$ cat config.mk
export PLATFORM = sky130hd
export DESIGN_NAME = jk_universal_reg
export DESIGN_NICKNAME = d
export VERILOG_FILES = /design/src/rtl/jk_ureg_pkg.sv /design/src/rtl/jk_universal_reg_jk_cell.sv /design/src/rtl/jk_universal_reg.sv
export SDC_FILE = /design/constraint.sdc
export NUM_CORES = 1
export LEC_CHECK = 0
export CAP_MARGIN = 25
export CORE_UTILIZATION = 60
export CTS_CLUSTER_DIAMETER = 40
export DETAILED_ROUTE_END_ITERATION = 8
export DONT_BUFFER_PORTS = 1
export PLACE_DENSITY = 0.85
export RECOVER_POWER = 25
export SYNTH_ARGS = -nofsm -noshare
export SYNTH_HDL_FRONTEND = slang
export SYNTH_SLANG_ARGS = --single-unit
$ cat constraint.sdc
create_clock -name clk -period 2.3 [get_ports clk]
set_clock_uncertainty 0.2 [all_clocks]
set_input_delay 0.46 -clock clk [delete_from_list [all_inputs] [get_ports clk]]
set_output_delay 0.46 -clock clk [all_outputs]
set_load 0.01 [all_outputs]
$ cat src/rtl/jk_ureg_pkg.sv
// Shared mode encoding for jk_universal_reg and its users.
package jk_ureg_pkg;

  localparam int MODE_W = 3;

  typedef enum logic [MODE_W-1:0] {
    MODE_HOLD   = 3'b000,
    MODE_LOAD   = 3'b001,
    MODE_TOGGLE = 3'b010,
    MODE_JK     = 3'b011,
    MODE_SHL    = 3'b100,
    MODE_SHR    = 3'b101,
    MODE_CLEAR  = 3'b110,
    MODE_SET    = 3'b111
  } mode_t;

endpackage

$ cat src/rtl/jk_universal_reg_jk_cell.sv
// One-bit JK flip-flop with synchronous, active-high reset to a per-bit value.
module jk_cell (
  input  logic clk,
  input  logic rst,
  input  logic rst_val,
  input  logic j,
  input  logic k,
  output logic q
);

  always_ff @(posedge clk) begin
    if (rst) begin
      q <= rst_val;
    end else begin
      unique case ({j, k})
        2'b00: q <= q;
        2'b10: q <= 1'b1;
        2'b01: q <= 1'b0;
        2'b11: q <= ~q;
        default: q <= q;
      endcase
    end
  end

endmodule

$ cat src/rtl/jk_universal_reg.sv
// WIDTH-bit universal register built from jk_cell flops; every mode is mapped to per-bit J/K.
// Optional shifting (SHL/SHR, ser_out) is built only when JK_UREG_SHIFT_EN is defined.
module jk_universal_reg
  import jk_ureg_pkg::*;
#(
  parameter int               WIDTH     = 8,
  parameter logic [WIDTH-1:0] RESET_VAL = {WIDTH{1'b0}}
) (
  input  logic              clk,
  input  logic              rst,
  input  logic              en,
  input  logic [MODE_W-1:0] mode,
  input  logic [WIDTH-1:0]  d,
  input  logic [WIDTH-1:0]  j,
  input  logic [WIDTH-1:0]  k,
  input  logic              ser_in,
  output logic [WIDTH-1:0]  q,
  output logic [WIDTH-1:0]  qn,
  output logic              ser_out,
  output logic              changed
);

  logic [WIDTH-1:0] j_bit;
  logic [WIDTH-1:0] k_bit;
  logic [WIDTH-1:0] q_next;

  // Loads of a target value use j=v, k=~v so each cell lands on v regardless of its state.
  always_comb begin
    j_bit = '0;
    k_bit = '0;
    if (en) begin
      case (mode_t'(mode))
        MODE_LOAD: begin
          j_bit = d;
          k_bit = ~d;
        end
        MODE_TOGGLE: begin
          j_bit = d;
          k_bit = d;
        end
        MODE_JK: begin
          j_bit = j;
          k_bit = k;
        end
`ifdef JK_UREG_SHIFT_EN
        MODE_SHL: begin
          j_bit = {q[WIDTH-2:0], ser_in};
          k_bit = ~{q[WIDTH-2:0], ser_in};
        end
        MODE_SHR: begin
          j_bit = {ser_in, q[WIDTH-1:1]};
          k_bit = ~{ser_in, q[WIDTH-1:1]};
        end
`endif
        MODE_CLEAR: begin
          j_bit = '0;
          k_bit = '1;
        end
        MODE_SET: begin
          j_bit = '1;
          k_bit = '0;
        end
        default: begin
          j_bit = '0;
          k_bit = '0;
        end
      endcase
    end
  end

  for (genvar i = 0; i < WIDTH; i++) begin : g_cell
    jk_cell u_cell (
      .clk     (clk),
      .rst     (rst),
      .rst_val (RESET_VAL[i]),
      .j       (j_bit[i]),
      .k       (k_bit[i]),
      .q       (q[i])
    );
  end

  assign qn = ~q;

  // Characteristic JK equation predicts what the cells will hold after this edge.
  assign q_next = (j_bit & ~q) | (~k_bit & q);

  always_ff @(posedge clk) begin
    if (rst) begin
      changed <= 1'b0;
    end else begin
      changed <= (q_next != q);
    end
  end

`ifdef JK_UREG_SHIFT_EN
  always_ff @(posedge clk) begin
    if (rst) begin
      ser_out <= 1'b0;
    end else if (en && mode_t'(mode) == MODE_SHL) begin
      ser_out <= q[WIDTH-1];
    end else if (en && mode_t'(mode) == MODE_SHR) begin
      ser_out <= q[0];
    end
  end
`else
  logic unused_ser_in;
  assign unused_ser_in = ser_in;
  assign ser_out       = 1'b0;
`endif

endmodule
==> out/metrics.sh, run 1 <==
PWR_DENSITY_CELL_nW_PER_UM2=460
CLK_LATENCY_NS=0.27
ANTENNA_CELLS_INSERTED=0
H-TREE-DEPTH=1
CRITICAL_PATH_PEAK_FANOUT=5
MAPPEDNETLISTAREA_UM2=988
RESIDUAL_OVERFLOW_FROM_GLOBAL_ROUTING=0
VIAS=1039
SYN_AREA_PER_CELL_UM2=7.11
FINALWORSTPATHREQUIREDPERIOD_NS=1.71
CLOCK_SINK_COUNT=9
FLOW.AREA_GROWTH_FROM_SYNTHESIS_PCT=-7.22
FINAL_NETS=159
FINAL-HOLD-VIOLATION-COUNT=0
GPL.FINAL_WEIGHTED_CONGESTION=0.894
VIA_CELL_RATIO=7.27
WORSTSETUPENDPOINTTYPE='flip-flop'
GRT_SETUP_UNREPAIRED='no'
ROOT_BUFFER='sky130_fd_sc_hd__clkbuf_4'
SYN_INST=139
ROWS=14
POST-CTS-SETUP-BUFFERS=0
WORST-ENDPOINT-ARRIVAL_NS=1.66
TOP_LIBRARY_CELLS_BY_USAGE_IN_THE_LAYOUT_FILL_AND_TAPS_ASIDE='15 x sky130_fd_sc_hd__nor2_1, 11 x sky130_fd_sc_hd__inv_1, 9 x sky130_fd_sc_hd__o21ai_0, 9 x sky130_fd_sc_hd__dfxtp_1, 8 x sky130_fd_sc_hd__a21oi_1'
YOSYS.CELL_TYPES.COUNT=47
DIE_X_UM=42.6
PLACEMENT.IO_BUFFERS=0
YS_ASYNC_SR_FRACTION_PCT=0
POST-LAYOUT-TOTAL-POWER_mW=0.422
CRIT_PATH_CELL_TRACE='o22ai_1 -> or4_4 -> a21oi_2 -> a41oi_2'
NUMCTSBUFFERS=3
DRIVE_GT1_SHARE_PCT=11.0
DRCVIOLATIONCOUNT=0
FIRST_PASS_ITERS=4
CTS.PATH.MAX_BUFFERS=2
NUMBER_OF_TOP_LEVEL_PINS=49
SYN_NETS=170
SYNTH-SEQ-CELLS=9
EFFECTIVE_UTILIZATION_AT_FLOORPLAN_PCT=64.9
GRT_FIRST_PASS_WIRELENGTH_UM=4240
FMAX_MHz=585
HOLDBUFCOUNTCTS=0
LAYOUT.FILLER_CELLS=152
MAXIMUM_RESISTIVE_DROP_ON_VDD_mV=0.301
PINS_OVER_SLEW_LIMIT=0
GRT_START_MAX_NET_PINS=24
DIE_AREA_UM2=1810
SEQUENTIAL_CELL_AREA_UM2=180
DP_HPWL_UM=2000
CRITPATHMAXSTAGEDELAY_NS=0.55
COUNT_OF_NETS_LEFT_WITH_ANTENNA_VIOLATIONS_AFTER_DETAIL_ROUTING=0
YS_SEQ_AREA_SHARE_PCT=18.2
CRITICAL_PATH_CLASS='reg -> reg'
HOLDCRITPATHCLASS='in -> reg'
DRV_CAP=0
FINALCRITPERIODSHARE_PCT=74.3
CP.BUFFERS_INVERTERS=0
CTS_RESIZED=0
P_LEAK_nW=0.286
YOSYS_WARNINGS=0
FIRST_GLOBAL_VIAS=1047
WIRE_PER_INST_UM=18.6
TOTALNEGATIVESETUPSLACK_NS=0
CTS_TREE='built'
CPLARGESTDELAYFAMILY='simple AND/OR/NAND/NOR gates'
MULTI_INPUT_AREA_UM2=649
WORST-ENDPOINT-REQUIRED_NS=2.25
REPORT.FINAL.SETUP_VIOL=0
WORST_PIN_SLEW_NS=0.577
SYNTH_FF_TYPE='sky130_fd_sc_hd__dfxtp_1'
GLOBALROUTETOTALUTIL_PCT=30.7
SYNTH-EDFF-COUNT=0
OUTCOME='completed'
SLOWEST_LIBRARY_CELL_ON_THE_WORST_PATH='sky130_fd_sc_hd__or4_4'
CLK_TRANSITION_REPORTED_PATHS_NS=0.06
LAYOUT_COMMONEST_CELL='sky130_fd_sc_hd__nor2_1'
DETAIL_ROUTE.WIRELENGTH_UM=2660
CRIT_PATH_START_KIND='flip-flop'
GRT_ANTENNA_BEFORE_REPAIR=0
DIE_Y_UM=42.6
MAX-SLEW-MARGIN-REL_PCT=61.4
FIRST_ITER_VIOLATIONS=49
PLACEABLECOREAREA_UM2=1520
==> final timing paths <==
check        slack [ns]                  to               start  cells past startpoint
max                0.59             changed  g_cell[3].u_cell.q                      4
max reg2reg        0.59             changed  g_cell[3].u_cell.q                      4
min                0.05             changed                 rst                      1
min reg2reg        0.38  g_cell[7].u_cell.q  g_cell[7].u_cell.q                      2
==> stage by stage <==
step | utilization [%] | worst slack, ns | hold slack (ns) | cells | instance area, um^2
5_1_grt | 60.2 | 0.514 | 0.0386 | 143 | 917
4_1_cts | 60.3 | 0.596 | 0.0421 | 143 | 920
3_3_place_gp | 58.6 | 0.461 | 0.330 | 139 | 893
6_report | 60.2 | 0.591 | 0.0458 | 143 | 917
3_5_place_dp | 58.6 | 0.449 | 0.332 | 139 | 893
2_1_floorplan | - | 0.480 | 0.280 | 139 | 988
==> final cells by class <==
class                      instances  area share, %
multi-input combinational        103           70.8
inverter                          11           4.50
tap                               16           2.18
clock buffer                       4           2.86
sequential                         9           19.6
==> state kept, by name, summed over array words and instances (netlist names) <==
name / flops
g_cell.u_cell.q: 8
changed: 1
==> cell usage after synthesis (2+ instances only) <==
library cell / n / area share, %
sky130_fd_sc_hd__o2bb2ai_1: 6 / 5.3
sky130_fd_sc_hd__nand2_1: 5 / 1.9
sky130_fd_sc_hd__o22ai_1: 4 / 2.5
sky130_fd_sc_hd__nand2b_1: 5 / 3.2
sky130_fd_sc_hd__buf_4: 12 / 9.1
sky130_fd_sc_hd__o21ai_0: 9 / 4.6
sky130_fd_sc_hd__or3_2: 3 / 2.3
sky130_fd_sc_hd__nor2b_1: 6 / 3.8
sky130_fd_sc_hd__o2111ai_1: 3 / 2.7
sky130_fd_sc_hd__o21ai_1: 2 / 1.0
sky130_fd_sc_hd__nor2_2: 3 / 1.9
sky130_fd_sc_hd__buf_2: 2 / 1.0
sky130_fd_sc_hd__nor2_1: 14 / 5.3
sky130_fd_sc_hd__a211o_1: 2 / 1.8
sky130_fd_sc_hd__a22oi_1: 2 / 1.5
sky130_fd_sc_hd__a21oi_1: 8 / 4.1
sky130_fd_sc_hd__nor3_1: 4 / 2.0
sky130_fd_sc_hd__dfxtp_1: 9 / 18
sky130_fd_sc_hd__nand3_1: 2 / 1.0
sky130_fd_sc_hd__inv_1: 11 / 4.2
==> cell families (layout without fill, tap and decap cells) <==
kind of cell | after synthesis | in the layout | synth area share, %
AO/OA/AOI/OAI | 49 | 49 | 36.0
other | 1 | 1 | 0.379
flip-flops | 9 | 9 | 18.2
AND/OR/NAND/NOR | 52 | 52 | 28.7
XOR/XNOR | 1 | 1 | 0.886
buffers and inverters | 27 | 15 | 15.8
==> report_power, final <==
group | leakage (nW) | total [mW] | switching (mW) | internal [mW]
clock | 0.0150 | 0.127 | 0.0603 | 0.0671
sequential | 0.0740 | 0.188 | 0.0202 | 0.168
combinational | 0.197 | 0.106 | 0.0599 | 0.0461
==> layer usage <==
layer | vias up | global-route usage [%] | routed length (um)
met5 | - | 0 | 0
met1 | 470 | 32.9 | 954
met4 | 0 | 13.8 | 40
met2 | 94 | 52.9 | 1280
met3 | 6 | 11.6 | 387
li1 | 469 | - | -
==> worst register-to-register path, stage by stage (launching register included) <==
cell and delay, ns:
sky130_fd_sc_hd__dfxtp_1 0.46, sky130_fd_sc_hd__o22ai_1 0.11, sky130_fd_sc_hd__or4_4 0.55, sky130_fd_sc_hd__a21oi_2 0.16, sky130_fd_sc_hd__a41oi_2 0.12
Note: power is estimated with default switching activity, not from simulation.
==> inputs of run 2 (changes only) <==
clock period = 1.6 ns   (was 2.3 ns; I/O delays follow)
==> run 2 against run 1 <==
Compared with the run above:
- the flow now finishes with violations (negative hold slack)
- total power is 61% higher
- register-to-register slack worse by 0.54 ns
- design area increased by 22%
- via count grew 5.9%
- combinational power up 110%
- sequential power increased by 37%
- utilization increased by 13 points
- non-clock buffer count rose by 20
- die area did not move
- clock power is 57% higher
- maximum frequency up 10%
- worst setup slack worse by 0.54 ns
- critical path type unchanged
- critical endpoint unchanged
==> out/metrics.sh, run 2 (synthesis results as in run 1) <==
SLOWEST_LIBRARY_CELL_ON_THE_WORST_PATH='sky130_fd_sc_hd__or4_4'
PLACE_AREA_UM2=1090
FINALCRITPERIODSHARE_PCT=97.1
CLK_TRANSITION_REPORTED_PATHS_NS=0.07
PLACEMENT.IO_BUFFERS=0
DETAILROUTE.WIRELENGTH.MET2_UM=1400
H-TREE-DEPTH=1
CRIT_PATH_START_KIND='flip-flop'
R2R-END='changed'
LAYOUTNONFILLERINSTCOUNT=163
FINAL.HOLD.WORST_SLACK_NS=-0.110
DIE_Y_UM=42.6
LAYOUT_COMMONEST_CELL='sky130_fd_sc_hd__buf_4'
MAXIMUM_RESISTIVE_DROP_ON_VDD_mV=0.395
RESIDUAL_OVERFLOW_FROM_GLOBAL_ROUTING=0
CTS_TREE='built'
DRCVIOLATIONCOUNT=0
VIOLATIONS_IN_THE_FINAL_REPORTS='negative hold slack'
CPLARGESTDELAYFAMILY='simple AND/OR/NAND/NOR gates'
FINAL_NETS=179
DRIVE_GT1_SHARE_PCT=27.2
GRT_ANTENNA_BEFORE_REPAIR=0
GRT_SETUP_UNREPAIRED='no'
FINAL-HOLD-VIOLATION-COUNT=9
FLOW.AREA_GROWTH_FROM_SYNTHESIS_PCT=12.9
FIRST_GLOBAL_VIAS=1043
NUMCTSBUFFERS=3
FINALWORSTPATHREQUIREDPERIOD_NS=1.55
CLK_LATENCY_NS=0.28
DIE_AREA_UM2=1810
TOP_LIBRARY_CELLS_BY_USAGE_IN_THE_LAYOUT_FILL_AND_TAPS_ASIDE='20 x sky130_fd_sc_hd__buf_4, 14 x sky130_fd_sc_hd__nor2_1, 11 x sky130_fd_sc_hd__inv_1, 9 x sky130_fd_sc_hd__o21ai_0'
HOLDCRITPATHCLASS='in -> reg'
GLOBALROUTETOTALUTIL_PCT=33.2
DP_HPWL_UM=2150
TOP_SIGNAL_LAYER_USED='met4'
GPL.FINAL_WEIGHTED_CONGESTION=0.906
PLACED_CELLS=159
CRITPATHMAXSTAGEDELAY_NS=0.49
VIAS=1100
DRV_CAP=0
REPORT.FINAL.SETUP_VIOL=0
EFFECTIVE_UTILIZATION_AT_FLOORPLAN_PCT=64.9
R2R.WORST_PATH.CELLS=4
PLACEABLECOREAREA_UM2=1520
HOLD_PATH.STARTPOINT='rst'
COUNT_OF_NETS_LEFT_WITH_ANTENNA_VIOLATIONS_AFTER_DETAIL_ROUTING=0
PINS_OVER_SLEW_LIMIT=0
FINISH.INSTANCE_AREA_UM2=1120
ANTENNA_CELLS_INSERTED=0
GRT_START_MAX_NET_PINS=24
ROWS=14
POST-LAYOUT-TOTAL-POWER_mW=0.679
LARGEST_REGISTERS='g_cell.u_cell.q (8), changed (1)'
PWR_DENSITY_CELL_nW_PER_UM2=608
LARGEST_REGISTER='g_cell.u_cell.q'
CTS.PATH.MAX_BUFFERS=2
REGTOREGSTARTPOINT='g_cell[0].u_cell.q'
CLOCK_SINK_COUNT=9
DETAIL_ROUTE.WIRELENGTH_UM=2850
WORST-ENDPOINT-REQUIRED_NS=1.56
WORSTSETUPENDPOINTTYPE='flip-flop'
REGTOREGSETUPSLACK_NS=0.05
WORST_SETUP_PATH_STARTPOINT='g_cell[0].u_cell.q'
FMAX_MHz=644
WORST_HOLD_PATH.NUM_CELLS=1
FIRST_PASS_ITERS=4
CRITICAL_PATH_PEAK_FANOUT=4
OUTCOME='finished, violations left'
FIRST_ITER_VIOLATIONS=47
LARGEST_REG_FLOPS=8
WIRE_PER_INST_UM=17.5
WORST-ENDPOINT-ARRIVAL_NS=1.52
GRT_FIRST_PASS_WIRELENGTH_UM=4500
CRITICAL_PATH_CLASS='reg -> reg'
NUMBER_OF_TOP_LEVEL_PINS=49
CP.BUFFERS_INVERTERS=0
CRIT_PATH_CELL_TRACE='o22ai_1 -> or4_4 -> a21oi_2 -> a41oi_2'
ROOT_BUFFER='sky130_fd_sc_hd__clkbuf_4'
VIA_CELL_RATIO=6.75
ROUTE.MET3.WL_UM=266
DIE_X_UM=42.6
WORST_HOLD_PATH.ENDPOINT='changed'
ROUTEDLENGTHMET1_UM=1120
P_LEAK_nW=0.394
run 2: area by class of cell:
type	instances	area, um^2
clock buffers	4	26.3
multi-input cells	103	697
well taps	16	20.0
flip-flops and latches	9	181
inverters	11	41.3
repair buffers	20	150
fillers	130	408
run 2: timing repair:
action	4_1_cts	5_1_grt
buffers inserted	0	0
setup endpoints to repair	0	1
endpoints found under the hold margin	9	9
gates resized for setup	0	2
run 2: how the worst max path moves through the flow:
| stage | to | slack, ns | cells past startpoint |
|---|---|---|---|
| 2_1_floorplan | changed | -0.007 | 6 |
| 3_3_place_gp | changed | -0.06 | 5 |
| 3_5_place_dp | changed | -0.09 | 5 |
| 4_1_cts | changed | 0.001 | 5 |
| 5_1_grt | changed | 0.004 | 5 |
| 6_report | changed | 0.05 | 4 |
run 2: power by group:
group          switching [mW]  internal (mW)  total (mW)
clock network           0.102         0.0970       0.199
logic                   0.112          0.111       0.223
registers              0.0156          0.242       0.257
total                   0.230          0.450       0.679
run 2: per-layer routing:
| metal | global-route usage, % | vias up |
|---|---|---|
| met4 | 15.0 | 0 |
| li1 | - | 513 |
| met3 | 12.1 | 9 |
| met1 | 36.9 | 502 |
| met5 | 0 | - |
| met2 | 56.0 | 76 |
run 2: worst register-to-register path: cells and delay by family (launching register included):
kind,cells,cell delay [ns]
AND/OR/NAND/NOR,1,0.49
flip-flops,1,0.38
AO/OA/AOI/OAI,3,0.37
run 2: per-stage QoR:
step	util, %	TNS, ns	worst slack [ns]
global placement	71.7	-0.0591	-0.0591
detailed placement	71.7	-0.0926	-0.0926
global route	73.2	0	0.00408
CTS	73.4	0	0.00142
floorplan	-	-0.00724	-0.00724
finish	73.2	0	0.0462
